===== config.mk =====
export PLATFORM = sky130hd
export DESIGN_NAME = local_ni
export DESIGN_NICKNAME = d
export VERILOG_FILES = /design/src/rtl/local_ni_pkg.sv /design/src/rtl/ni_rx_fifo.sv /design/src/rtl/local_ni.sv
export SDC_FILE = /design/constraint.sdc
export NUM_CORES = 1
export LEC_CHECK = 0
export ABC_CLOCK_PERIOD_IN_PS = 3100
export CORE_MARGIN = 2
export CORE_UTILIZATION = 50
export DETAILED_ROUTE_END_ITERATION = 6
export GPL_ROUTABILITY_DRIVEN = 0
export GPL_TIMING_DRIVEN = 0
export PLACE_DENSITY = 0.74
export SETUP_SLACK_MARGIN = 0.15
export SYNTH_ARGS = -nofsm -noshare
export SYNTH_HDL_FRONTEND = slang
export SYNTH_HIERARCHICAL = 1
export SYNTH_SLANG_ARGS = --single-unit

===== constraint.sdc =====
create_clock -name i_clk -period 3.1 [get_ports i_clk]
set_clock_uncertainty 0.2 [all_clocks]
set_input_delay 0.31 -clock i_clk [delete_from_list [all_inputs] [get_ports i_clk]]
set_output_delay 0.31 -clock i_clk [all_outputs]
set_load 0.1 [all_outputs]

===== src/rtl/local_ni_pkg.sv =====
// local_ni_pkg: shared NoC constants and state encodings for the local
// network interface.
//   DEF_TAM_FLIT  default flit width in bits
//   METADEFLIT    bits per address coordinate (X or Y)
//   LOCAL_PORT    router port index of the local port
//   inj_state_e   injector FSM states
//   rx_state_e    receiver FSM states
package local_ni_pkg;

    localparam int DEF_TAM_FLIT = 16;
    localparam int METADEFLIT   = DEF_TAM_FLIT / 2;
    localparam int LOCAL_PORT   = 4;

    typedef enum logic [1:0] {
        I_IDLE    = 2'd0,
        I_SIZE    = 2'd1,
        I_PAYLOAD = 2'd2
    } inj_state_e;

    typedef enum logic [1:0] {
        R_HDR     = 2'd0,
        R_SIZE    = 2'd1,
        R_PAYLOAD = 2'd2
    } rx_state_e;

endpackage


===== src/rtl/ni_rx_fifo.sv =====
// ni_rx_fifo: first-word-fall-through receive buffer.
//   i_clk, i_rst   clock, asynchronous active-high reset
//   i_push/i_wdata write one entry (ignored when full unless popping too)
//   i_pop          remove the head entry (ignored when empty)
//   o_rdata        head entry, valid whenever !o_empty
//   o_full/o_empty occupancy flags
module ni_rx_fifo #(
    parameter int W     = 17,
    parameter int DEPTH = 4
) (
    input  logic         i_clk,
    input  logic         i_rst,
    input  logic         i_push,
    input  logic [W-1:0] i_wdata,
    input  logic         i_pop,
    output logic [W-1:0] o_rdata,
    output logic         o_full,
    output logic         o_empty
);

    localparam int AW = (DEPTH > 1) ? $clog2(DEPTH) : 1;

    logic [W-1:0] mem [DEPTH];

    // One extra pointer bit distinguishes full from empty.
    logic [AW:0] wr_ptr_q, wr_ptr_d;
    logic [AW:0] rd_ptr_q, rd_ptr_d;
    logic        push_ok, pop_ok;

    assign o_empty = (wr_ptr_q == rd_ptr_q);
    assign o_full  = (wr_ptr_q[AW] != rd_ptr_q[AW]) &&
                     (wr_ptr_q[AW-1:0] == rd_ptr_q[AW-1:0]);

    assign pop_ok  = i_pop && !o_empty;
    // A pop in the same cycle frees the slot the push lands in.
    assign push_ok = i_push && (!o_full || pop_ok);

    assign o_rdata = mem[rd_ptr_q[AW-1:0]];

    always_comb begin
        wr_ptr_d = wr_ptr_q;
        rd_ptr_d = rd_ptr_q;
        if (push_ok) wr_ptr_d = wr_ptr_q + {{AW{1'b0}}, 1'b1};
        if (pop_ok)  rd_ptr_d = rd_ptr_q + {{AW{1'b0}}, 1'b1};
    end

    always_ff @(posedge i_clk or posedge i_rst) begin
        if (i_rst) begin
            wr_ptr_q <= '0;
            rd_ptr_q <= '0;
        end else begin
            wr_ptr_q <= wr_ptr_d;
            rd_ptr_q <= rd_ptr_d;
        end
    end

    // Storage needs no reset; the pointers define what is valid.
    always_ff @(posedge i_clk) begin
        if (push_ok) mem[wr_ptr_q[AW-1:0]] <= i_wdata;
    end

endmodule


===== src/rtl/local_ni.sv =====
// local_ni: network interface for one router's local port.
// Injector: host descriptor + payload words -> target, size, payload flits
// on the router local input, credit-controlled.
// Receiver: router local output -> strips target/size, flags misroutes,
// buffers payload words with last marking for the host.
//   i_clk, i_rst                       clock, async active-high reset
//   i_pkt_valid/o_pkt_ready,
//   i_pkt_target, i_pkt_len            descriptor handshake
//   i_pl_valid/o_pl_ready, i_pl_data   payload handshake
//   o_rx, o_data, i_credit             flits toward the router
//   i_tx, i_data, o_credit             flits from the router
//   o_rcv_valid/i_rcv_ready,
//   o_rcv_data, o_rcv_last             received payload to the host
//   o_misroute                         sticky wrong-destination flag
module local_ni
    import local_ni_pkg::*;
#(
    parameter int                 TAM_FLIT = DEF_TAM_FLIT,
    parameter logic [TAM_FLIT-1:0] ADDRESS = '0,
    parameter int                 RX_DEPTH = 4
) (
    input  logic                i_clk,
    input  logic                i_rst,
    input  logic                i_pkt_valid,
    output logic                o_pkt_ready,
    input  logic [TAM_FLIT-1:0] i_pkt_target,
    input  logic [TAM_FLIT-1:0] i_pkt_len,
    input  logic                i_pl_valid,
    output logic                o_pl_ready,
    input  logic [TAM_FLIT-1:0] i_pl_data,
    output logic                o_rx,
    output logic [TAM_FLIT-1:0] o_data,
    input  logic                i_credit,
    input  logic                i_tx,
    input  logic [TAM_FLIT-1:0] i_data,
    output logic                o_credit,
    output logic                o_rcv_valid,
    input  logic                i_rcv_ready,
    output logic [TAM_FLIT-1:0] o_rcv_data,
    output logic                o_rcv_last,
    output logic                o_misroute
);

    localparam logic [TAM_FLIT-1:0] ONE = {{(TAM_FLIT-1){1'b0}}, 1'b1};

    // ------------------------------------------------------------------
    // Injector
    // ------------------------------------------------------------------
    inj_state_e          inj_state_q, inj_state_d;
    logic                rx_q, rx_d;
    logic [TAM_FLIT-1:0] data_q, data_d;
    logic [TAM_FLIT-1:0] len_q, len_d;
    logic [TAM_FLIT-1:0] cnt_q, cnt_d;
    logic                adv;

    // The output register may be reloaded when empty or being consumed.
    assign adv = !rx_q || i_credit;

    always_comb begin
        inj_state_d = inj_state_q;
        rx_d        = rx_q;
        data_d      = data_q;
        len_d       = len_q;
        cnt_d       = cnt_q;
        o_pkt_ready = 1'b0;
        o_pl_ready  = 1'b0;

        unique case (inj_state_q)
            I_IDLE: begin
                o_pkt_ready = adv && !i_rst;
                if (adv) begin
                    if (i_pkt_valid) begin
                        data_d      = i_pkt_target;
                        rx_d        = 1'b1;
                        len_d       = i_pkt_len;
                        inj_state_d = I_SIZE;
                    end else begin
                        rx_d = 1'b0;
                    end
                end
            end
            I_SIZE: begin
                if (adv) begin
                    data_d = len_q;
                    rx_d   = 1'b1;
                    cnt_d  = '0;
                    inj_state_d = (len_q == '0) ? I_IDLE : I_PAYLOAD;
                end
            end
            I_PAYLOAD: begin
                o_pl_ready = adv && !i_rst;
                if (adv) begin
                    if (i_pl_valid) begin
                        data_d = i_pl_data;
                        rx_d   = 1'b1;
                        cnt_d  = cnt_q + ONE;
                        // len_q is nonzero in this state, so len_q-1 is safe.
                        if (cnt_q == len_q - ONE) inj_state_d = I_IDLE;
                    end else begin
                        rx_d = 1'b0;
                    end
                end
            end
            default: begin
                inj_state_d = I_IDLE;
                rx_d        = 1'b0;
            end
        endcase
    end

    always_ff @(posedge i_clk or posedge i_rst) begin
        if (i_rst) begin
            inj_state_q <= I_IDLE;
            rx_q        <= 1'b0;
            data_q      <= '0;
            len_q       <= '0;
            cnt_q       <= '0;
        end else begin
            inj_state_q <= inj_state_d;
            rx_q        <= rx_d;
            data_q      <= data_d;
            len_q       <= len_d;
            cnt_q       <= cnt_d;
        end
    end

    assign o_rx   = rx_q;
    assign o_data = data_q;

    // ------------------------------------------------------------------
    // Receiver
    // ------------------------------------------------------------------
    rx_state_e           rx_state_q, rx_state_d;
    logic [TAM_FLIT-1:0] size_q, size_d;
    logic [TAM_FLIT-1:0] rcnt_q, rcnt_d;
    logic                misroute_q, misroute_d;
    logic                flit_in;
    logic                rx_last;
    logic                fifo_push;
    logic                fifo_pop;
    logic                fifo_full;
    logic                fifo_empty;
    logic [TAM_FLIT:0]   fifo_rdata;

    // Credit is withheld on a full FIFO even when the host pops in the
    // same cycle; this keeps credit a pure function of registered state.
    assign o_credit = !fifo_full && !i_rst;
    assign flit_in  = i_tx && o_credit;
    assign rx_last  = (size_q != '0) && (rcnt_q == size_q - ONE);

    always_comb begin
        rx_state_d = rx_state_q;
        size_d     = size_q;
        rcnt_d     = rcnt_q;
        misroute_d = misroute_q;
        fifo_push  = 1'b0;

        if (flit_in) begin
            unique case (rx_state_q)
                R_HDR: begin
                    if (i_data != ADDRESS) misroute_d = 1'b1;
                    rx_state_d = R_SIZE;
                end
                R_SIZE: begin
                    size_d     = i_data;
                    rcnt_d     = '0;
                    rx_state_d = (i_data == '0) ? R_HDR : R_PAYLOAD;
                end
                R_PAYLOAD: begin
                    fifo_push = 1'b1;
                    rcnt_d    = rcnt_q + ONE;
                    if (rx_last) rx_state_d = R_HDR;
                end
                default: rx_state_d = R_HDR;
            endcase
        end
    end

    always_ff @(posedge i_clk or posedge i_rst) begin
        if (i_rst) begin
            rx_state_q <= R_HDR;
            size_q     <= '0;
            rcnt_q     <= '0;
            misroute_q <= 1'b0;
        end else begin
            rx_state_q <= rx_state_d;
            size_q     <= size_d;
            rcnt_q     <= rcnt_d;
            misroute_q <= misroute_d;
        end
    end

    assign o_misroute = misroute_q;

    assign o_rcv_valid = !fifo_empty && !i_rst;
    assign fifo_pop    = o_rcv_valid && i_rcv_ready;

    ni_rx_fifo #(
        .W     (TAM_FLIT + 1),
        .DEPTH (RX_DEPTH)
    ) u_rx_fifo (
        .i_clk   (i_clk),
        .i_rst   (i_rst),
        .i_push  (fifo_push),
        .i_wdata ({rx_last, i_data}),
        .i_pop   (fifo_pop),
        .o_rdata (fifo_rdata),
        .o_full  (fifo_full),
        .o_empty (fifo_empty)
    );

    assign o_rcv_last = fifo_rdata[TAM_FLIT];
    assign o_rcv_data = fifo_rdata[TAM_FLIT-1:0];

endmodule


==> results.yml, run 1 <==
logic_synthesis:
  synth_sequential_area_ratio: 0.5364
  synthDominantAreaCellType: "sky130_fd_sc_hd__dfrtp_1"
  syn-cell-area_sq_um: 8099
  yosys.cell_count.top_type: "sky130_fd_sc_hd__dfrtp_1"
  synth_commonest_cells: "92 x sky130_fd_sc_hd__dfrtp_1, 68 x sky130_fd_sc_hd__edfxtp_1, 64 x sky130_fd_sc_hd__nand2_1"
  synth.ff_latch_count: 160
  synth_enable_flop_cells: 68
  synth-main-ff-cell: "sky130_fd_sc_hd__dfrtp_1"
  mappedNetlistNets: 776
  syn_inst: 689
  postSynth.asyncResetShare: 0.5750
  ys_warn_count: 6
  yosys.area.top_type_share: 0.2843
  synth_cell_types: 67
  syn_area_per_cell_sq_um: 11.75
  netlist_top_cells_area: "sky130_fd_sc_hd__dfrtp_1 28%, sky130_fd_sc_hd__edfxtp_1 25%, sky130_fd_sc_hd__xor2_1 3.7%"
global_routing:
  grt_overflow: 0
  antenna_found_initial: 0
  first_global_vias: 6363
  grt_start_max_net_pins: 43
  gr-usage-all-layers: 0.2379
  grt_first_pass_wirelength_mm: 32.39
drt:
  drt.antenna.violating_nets: 0
  detailedRoute.firstPassIterationCount: 5
  route.final.wire_length_mm: 19.93
  drt-vias-per-instance: 5.791
  wire_per_inst_microns: 18.70
  initialDrtViolationCount: 391
  drt_drc_violations_left: 0
  route.vias.total: 6173
floorplan:
  placeableCoreArea_sq_um: 15890
  die_area_sq_um: 17230
  start_util: 0.5098
  die_width_microns: 131.3
  number_of_i_o_pins: 110
  rows: 46
  fp.dieH_microns: 131.3
power_and_ir_drop:
  p_leak_nw: 4.135
  power-per-cell-area_nw_per_um2: 1020
  power.total_mw: 10.63
  ir_drop_v: 0.001228
layout:
  area.growth.synth_to_final_pct: 28.75
  drive_gt1_frac: 0.1929
  seq_area_sq_um: 4345
  final_area_sq_um: 10430
  multiInputGateArea_sq_um: 3700
  final_net_count: 924
  number_of_cells_in_the_finished_layout_apart_from_fillers: 1066
  nFillCells: 1213
  num_antenna_cells: 0
cts:
  clock-root-buffer: "sky130_fd_sc_hd__clkbuf_16"
  htreeDepth: 4
  cts_num_sinks: 160
  cts_tree: "built"
  worst_setup_hold_path_clk_slew_ns: 0.07
  clk_path_buf_depth: 2
  number_of_buffers_added_by_the_clock_tree_synthesis_step: 17
  cts_hold_buffers: 0
  clock_latency_ns: 0.43
setup_path:
  r2r_start: "len_q[7]"
  crit_chain: "buf_6 > or4_4 > nor4_4 > mux2_4 > a31oi_4 > nand4_1 > o31ai_4 > mux2_4"
  regToRegEndpoint: "inj_state_q[0]"
  timing.critical_path.from_type: "flip-flop"
  endpoint_kind_of_the_worst_setup_timing_path: "flip-flop"
  worst_r2r_path_depth: 8
  timing.critical_path.arrival_ns: 3.15
  path_class: "reg2reg"
  crit_slowest_cell: "sky130_fd_sc_hd__or4_4"
  r2r_setup_slack_ns: 0.06
  crit_required_ns: 3.21
  critical_path.max_fanout: 5
  worst_path_most_repeated_cell: "sky130_fd_sc_hd__mux2_4"
  cp_slowest_stage_delay_ns: 0.59
min_path:
  hp-start: "i_pkt_len[11]"
  hold-path-endpoint: "len_q[11]"
  min-delay-path-class: "in2reg"
  min_delay_path_depth: 3
sta:
  finalHoldViolations: 0
  finalCriticalPeriod_ns: 3.040
  final.setup.worst_slack_ns: 0.05995
  finalMaxSlewViolations: 0
  setup-violations-final: 0
  timing.max_slew.rel_slack: 0.3197
  setup_repair_after_global_routing_missed_its_margin: "yes"
  layout_worst_path_cycle_share: 0.9807
  worst-slew-pin-transition_ns: 1.017
  whs_ns: 0.2451
  clock.fmax_ghz: 0.3289
placed_design:
  placedInstanceArea_sq_um: 9515
  hpwl_mm: 14.05
  post-place-cells: 1016
  io_buffers: 109
  dpl_worst_slack_ns: -0.5108
run:
  timing.max_cap.violations: 0
run_status:
  result_of_the_run: "complete, no violations"
==> power by group <==
group          switching (mW)  total (mW)  internal [mW]
Clock                   0.946        2.09           1.15
Sequential              0.410        3.07           2.66
Combinational            3.82        5.47           1.65
Total                    5.18        10.6           5.45
==> state kept, by name, summed over array words and instances, names as in the netlist <==
register	cells
size_q	16
o_data	16
u_rx_fifo/rd_ptr_q	3
cnt_q	16
inj_state_q	2
o_misroute	1
len_q	16
o_rx	1
u_rx_fifo/wr_ptr_q	3
u_rx_fifo/mem	68
rx_state_q	2
rcnt_q	16
==> cell families after synthesis <==
group	after synthesis	share of synthesized area
and+or+nand+nor	224	0.1435
AOI/OAI and AO/OA	115	0.09408
adders and majority gates	16	0.02472
xor gates and xnor gates	62	0.07029
DFF	160	0.5364
buffers and inverters	59	0.03167
muxes	53	0.09934
==> critical path, delay by kind of cell, from the launching register on <==
family / cells / cell delay [ns]
AO/OA/AOI/OAI: 2 / 0.50
buffers and inverters: 1 / 0.12
flip-flops: 1 / 0.37
multiplexers: 2 / 0.68
AND/OR/NAND/NOR: 3 / 1.04
==> layout by cell type, fill, tap and decap left out, types with 17 or more instances in the layout <==
master                             n
sky130_fd_sc_hd__xnor2_1          25
sky130_fd_sc_hd__dfrtp_1          91
sky130_fd_sc_hd__o21ai_0          52
sky130_fd_sc_hd__inv_1            23
sky130_fd_sc_hd__clkbuf_16        17
sky130_fd_sc_hd__nand2_1          64
sky130_fd_sc_hd__edfxtp_1         68
sky130_fd_sc_hd__mux2_2           25
sky130_fd_sc_hd__nor2_1           44
sky130_fd_sc_hd__xor2_1           34
sky130_fd_sc_hd__clkbuf_1         19
sky130_fd_sc_hd__nand3_1          18
sky130_fd_sc_hd__clkdlybuf4s50_1  88
==> metal layers <==
layer	wire length [microns]	up-vias	global-route usage
li1	-	2833	-
met1	8170	3036	0.2951
met2	9746	255	0.3962
met3	1349	49	0.06289
met4	664	0	0.1002
met5	0	-	0
==> through the flow <==
| step | utilization | TNS (ns) |
|---|---|---|
| floorplan | - | 0 |
| global placement | 0.5965 | -19.88 |
| detailed placement | 0.5990 | -24.98 |
| CTS | 0.6470 | 0 |
| global route | 0.6564 | -0.01844 |
| finish | 0.6564 | 0 |
==> worst max path at each step <==
stage                          start  cells past startpoint  slack (ns)             end
3_3_place_gp                   i_rst                      4       -1.77     o_pkt_ready
6_report                    len_q[7]                      8        0.06  inj_state_q[0]
3_5_place_dp   u_rx_fifo/rd_ptr_q[0]                      8       -0.51      size_q[15]
4_1_cts                     len_q[3]                      8        0.10  inj_state_q[1]
2_1_floorplan                   o_rx                      8        0.18  inj_state_q[0]
5_1_grt                     len_q[7]                      8       -0.01  inj_state_q[1]
==> area by class of cell <==
cell class                      count  share of cell area
Clock inverter                     15             0.01620
Tap cell                          216             0.02592
Timing Repair Buffer              128              0.1174
Timing Repair inverter              1           0.0004800
Buffer                             34             0.01800
Clock buffer                       17             0.04080
Sequential cell                   160              0.4167
Inverter                           25            0.009719
Multi-Input combinational cell    470              0.3548
==> what timing repair did <==
item,CTS,global route
pin swaps,10,4
gates cloned,1,0
setup buffers,11,6
resized for setup,78,32
setup endpoints to repair,123,96
No activity file was read; power rests on OpenSTA's default activity.
==> run 2: changes to the inputs <==
--- a/config.mk
+++ b/config.mk
@@ -5,14 +5,16 @@
 export SDC_FILE = /design/constraint.sdc
 export NUM_CORES = 1
 export LEC_CHECK = 0
+export ABC_AREA = 1
 export ABC_CLOCK_PERIOD_IN_PS = 3100
 export CORE_MARGIN = 2
-export CORE_UTILIZATION = 50
+export CORE_UTILIZATION = 45
 export DETAILED_ROUTE_END_ITERATION = 6
 export GPL_ROUTABILITY_DRIVEN = 0
 export GPL_TIMING_DRIVEN = 0
-export PLACE_DENSITY = 0.74
+export PLACE_DENSITY = 0.67
 export SETUP_SLACK_MARGIN = 0.15
+export SLEW_MARGIN = 40
 export SYNTH_ARGS = -nofsm -noshare
 export SYNTH_HDL_FRONTEND = slang
 export SYNTH_HIERARCHICAL = 1
==> run 2 against run 1 <==
Sequential power barely moved; combinational power increased by 11%; synthesized cell count rose by 47%; die area increased by 17%; sequential share of layout area fell by 0.56 points; worst hold slack improved by 0.0037 ns; non-clock buffer count fell by 20.
==> results.yml, run 2 <==
layout:
  finalCoreUtilization: 0.5649
  nFillCells: 1714
  drive_gt1_frac: 0.1135
  final_common_cell: "sky130_fd_sc_hd__nand2_1"
  final_area_sq_um: 10570
  multiInputGateArea_sq_um: 3781
  final_net_count: 1237
  largest_register_ff_count: 68
  final_cell_mix: "244 x sky130_fd_sc_hd__nand2_1, 121 x sky130_fd_sc_hd__nor2_1, 100 x sky130_fd_sc_hd__inv_1"
  number_of_cells_in_the_finished_layout_apart_from_fillers: 1397
  area.growth.synth_to_final_pct: 22.94
  num_antenna_cells: 0
  seq_area_sq_um: 4344
drt:
  detailroute.wirelength.met3_microns: 760
  route.final.wire_length_mm: 22.28
  met2_length_mm: 10.63
  route.vias.total: 7297
  drt.antenna.violating_nets: 0
  wire_per_inst_microns: 15.95
  detailedRoute.firstPassIterationCount: 5
  initialDrtViolationCount: 466
  drt-vias-per-instance: 5.223
  met1Wirelength_mm: 10.65
  routed.top_layer: "met4"
  drt_drc_violations_left: 0
logic_synthesis:
  syn_area_per_cell_sq_um: 8.476
  synth.ff_latch_count: 160
  synth-main-ff-cell: "sky130_fd_sc_hd__dfrtp_1"
  syn-cell-area_sq_um: 8594
  yosys.area.top_type_share: 0.2679
  ys_warn_count: 6
  synth_commonest_cells: "244 x sky130_fd_sc_hd__nand2_1, 126 x sky130_fd_sc_hd__nor2_1, 101 x sky130_fd_sc_hd__inv_1"
  synth_sequential_area_ratio: 0.5055
  mappedNetlistNets: 1101
  yosys.cell_count.top_type: "sky130_fd_sc_hd__nand2_1"
  synthDominantAreaCellType: "sky130_fd_sc_hd__dfrtp_1"
  synth_cell_types: 47
  syn_inst: 1014
  netlist_top_cells_area: "sky130_fd_sc_hd__dfrtp_1 27%, sky130_fd_sc_hd__edfxtp_1 24%, sky130_fd_sc_hd__nand2_1 11%"
  postSynth.asyncResetShare: 0.5750
  synth_enable_flop_cells: 68
sta:
  timing.max_slew.rel_slack: 0.5915
  setup-violations-final: 0
  worst-slew-pin-transition_ns: 0.6108
  clock.fmax_ghz: 0.3622
  setup_repair_after_global_routing_missed_its_margin: "no"
  finalCriticalPeriod_ns: 2.761
  whs_ns: 0.2487
  finalHoldViolations: 0
  finalMaxSlewViolations: 0
  layout_worst_path_cycle_share: 0.8906
cts:
  cts_tree: "built"
  clock-root-buffer: "sky130_fd_sc_hd__clkbuf_16"
  clock_latency_ns: 0.43
  clk_path_buf_depth: 2
  cts_num_sinks: 160
  worst_setup_hold_path_clk_slew_ns: 0.07
  htreeDepth: 4
  number_of_buffers_added_by_the_clock_tree_synthesis_step: 17
  cts_hold_buffers: 0
floorplan:
  number_of_i_o_pins: 110
  die_area_sq_um: 20220
  placeableCoreArea_sq_um: 18710
  start_util: 0.4595
  rows: 50
  die_width_microns: 142.2
  fp.dieH_microns: 142.2
setup_path:
  crit_required_ns: 2.59
  critical_path.max_fanout: 10
  timing.critical_path.arrival_ns: 2.25
  timing.critical_path.from_type: "flip-flop"
  path_class: "reg2out"
  endpoint_kind_of_the_worst_setup_timing_path: "output pin"
  crit_start: "u_rx_fifo/rd_ptr_q[1]"
  r2r_start: "u_rx_fifo/rd_ptr_q[1]"
min_path:
  min-delay-path-class: "in2reg"
  hp-start: "i_pkt_len[4]"
placed_design:
  io_buffers: 109
  post-place-cells: 1358
  hpwl_mm: 16.48
  placedInstanceArea_sq_um: 9853
global_routing:
  gr-usage-all-layers: 0.2258
  antenna_found_initial: 0
  grt_first_pass_wirelength_mm: 35.43
  grt_overflow: 0
  first_global_vias: 6778
  grt_start_max_net_pins: 54
run:
  timing.max_cap.violations: 0
power_and_ir_drop:
  power.total_mw: 11.19
  p_leak_nw: 4.543
  ir_drop_v: 0.0005243
  power-per-cell-area_nw_per_um2: 1059
run_status:
  result_of_the_run: "complete, no violations"
## run 2: cell types whose count changed in the layout (fill, tap and decap cells not counted), moves of 16 or more
cell / before / now
sky130_fd_sc_hd__a22oi_1: 16 / 0
sky130_fd_sc_hd__o21a_1: 0 / 16
sky130_fd_sc_hd__o21ai_0: 52 / 83
sky130_fd_sc_hd__nand2_1: 64 / 244
sky130_fd_sc_hd__buf_2: 9 / 44
sky130_fd_sc_hd__mux2_2: 25 / 5
sky130_fd_sc_hd__nand3_1: 18 / 62
sky130_fd_sc_hd__o22ai_1: 1 / 18
sky130_fd_sc_hd__xnor2_1: 25 / 9
sky130_fd_sc_hd__clkdlybuf4s50_1: 88 / 70
sky130_fd_sc_hd__nor2_1: 44 / 121
sky130_fd_sc_hd__inv_1: 23 / 100
## run 2: path summary, 6_finish.rpt
path	to	slack (ns)	cells past startpoint
worst min-delay path	len_q[4]	0.25	3
worst max register to register	u_rx_fifo/mem[3][8]	0.50	11
min in group asynchronous	u_rx_fifo/rd_ptr_q[0]	0.39	2
worst min register to register	o_data[13]	0.28	1
max in group asynchronous	rcnt_q[12]	1.69	3
worst max-delay path	o_rcv_data[4]	0.34	5
## run 2: final cells by class
class / count / area share
Buffer: 25 / 0.01078
Clock buffer: 17 / 0.04026
Clock inverter: 15 / 0.01587
Inverter: 106 / 0.03813
Multi-Input combinational cell: 723 / 0.3578
Sequential cell: 160 / 0.4111
Tap cell: 234 / 0.02771
Timing Repair Buffer: 117 / 0.09828
## run 2: power breakdown
group / leakage, nW / total, mW / switching [mW] / internal, mW
Sequential: 1.76 / 3.09 / 0.438 / 2.65
Combinational: 2.50 / 6.05 / 4.51 / 1.54
Clock: 0.279 / 2.05 / 0.972 / 1.08
Total: 4.54 / 11.2 / 5.92 / 5.28
## run 2: per-layer routing
| metal | vias up | global-route usage |
|---|---|---|
| li1 | 3663 | - |
| met1 | 3463 | 0.3227 |
| met2 | 152 | 0.3633 |
| met3 | 19 | 0.03567 |
| met4 | 0 | 0.05368 |
| met5 | - | 0 |
## run 2: kinds of logic after synthesis
kind of cell               after synthesis  synth area share
AOI/OAI and AO/OA                      163            0.1073
xor gates and xnor gates                30           0.03436
adders and majority gates               16           0.02329
buffers and inverters                  131           0.05954
DFF                                    160            0.5055
muxes                                    5          0.006551
and+or+nand+nor                        509            0.2635
## run 2: critical path, stage by stage (launching register included)
cell	delay [ns]
sky130_fd_sc_hd__dfrtp_1	0.39
sky130_fd_sc_hd__inv_1	0.23
sky130_fd_sc_hd__clkbuf_1	0.39
sky130_fd_sc_hd__o21ai_0	0.16
sky130_fd_sc_hd__o22ai_1	0.18
sky130_fd_sc_hd__buf_2	0.46
## run 2: what timing repair did
| item | CTS | global route |
|---|---|---|
| setup endpoints to repair | 68 | 17 |
| resized for setup | 1 | 0 |
| setup buffers | 5 | 2 |
| pin swaps | 3 | 1 |
## run 2: stage by stage
stage | setup TNS, ns | worst slack [ns]
after global placement | -152.76 | -1.492
after floorplan | -0.7760 | -0.3880
after detailed placement | -11.14 | -0.1710
after global routing | 0 | 0.2040
after CTS | 0 | 0.3032
final | 0 | 0.3392
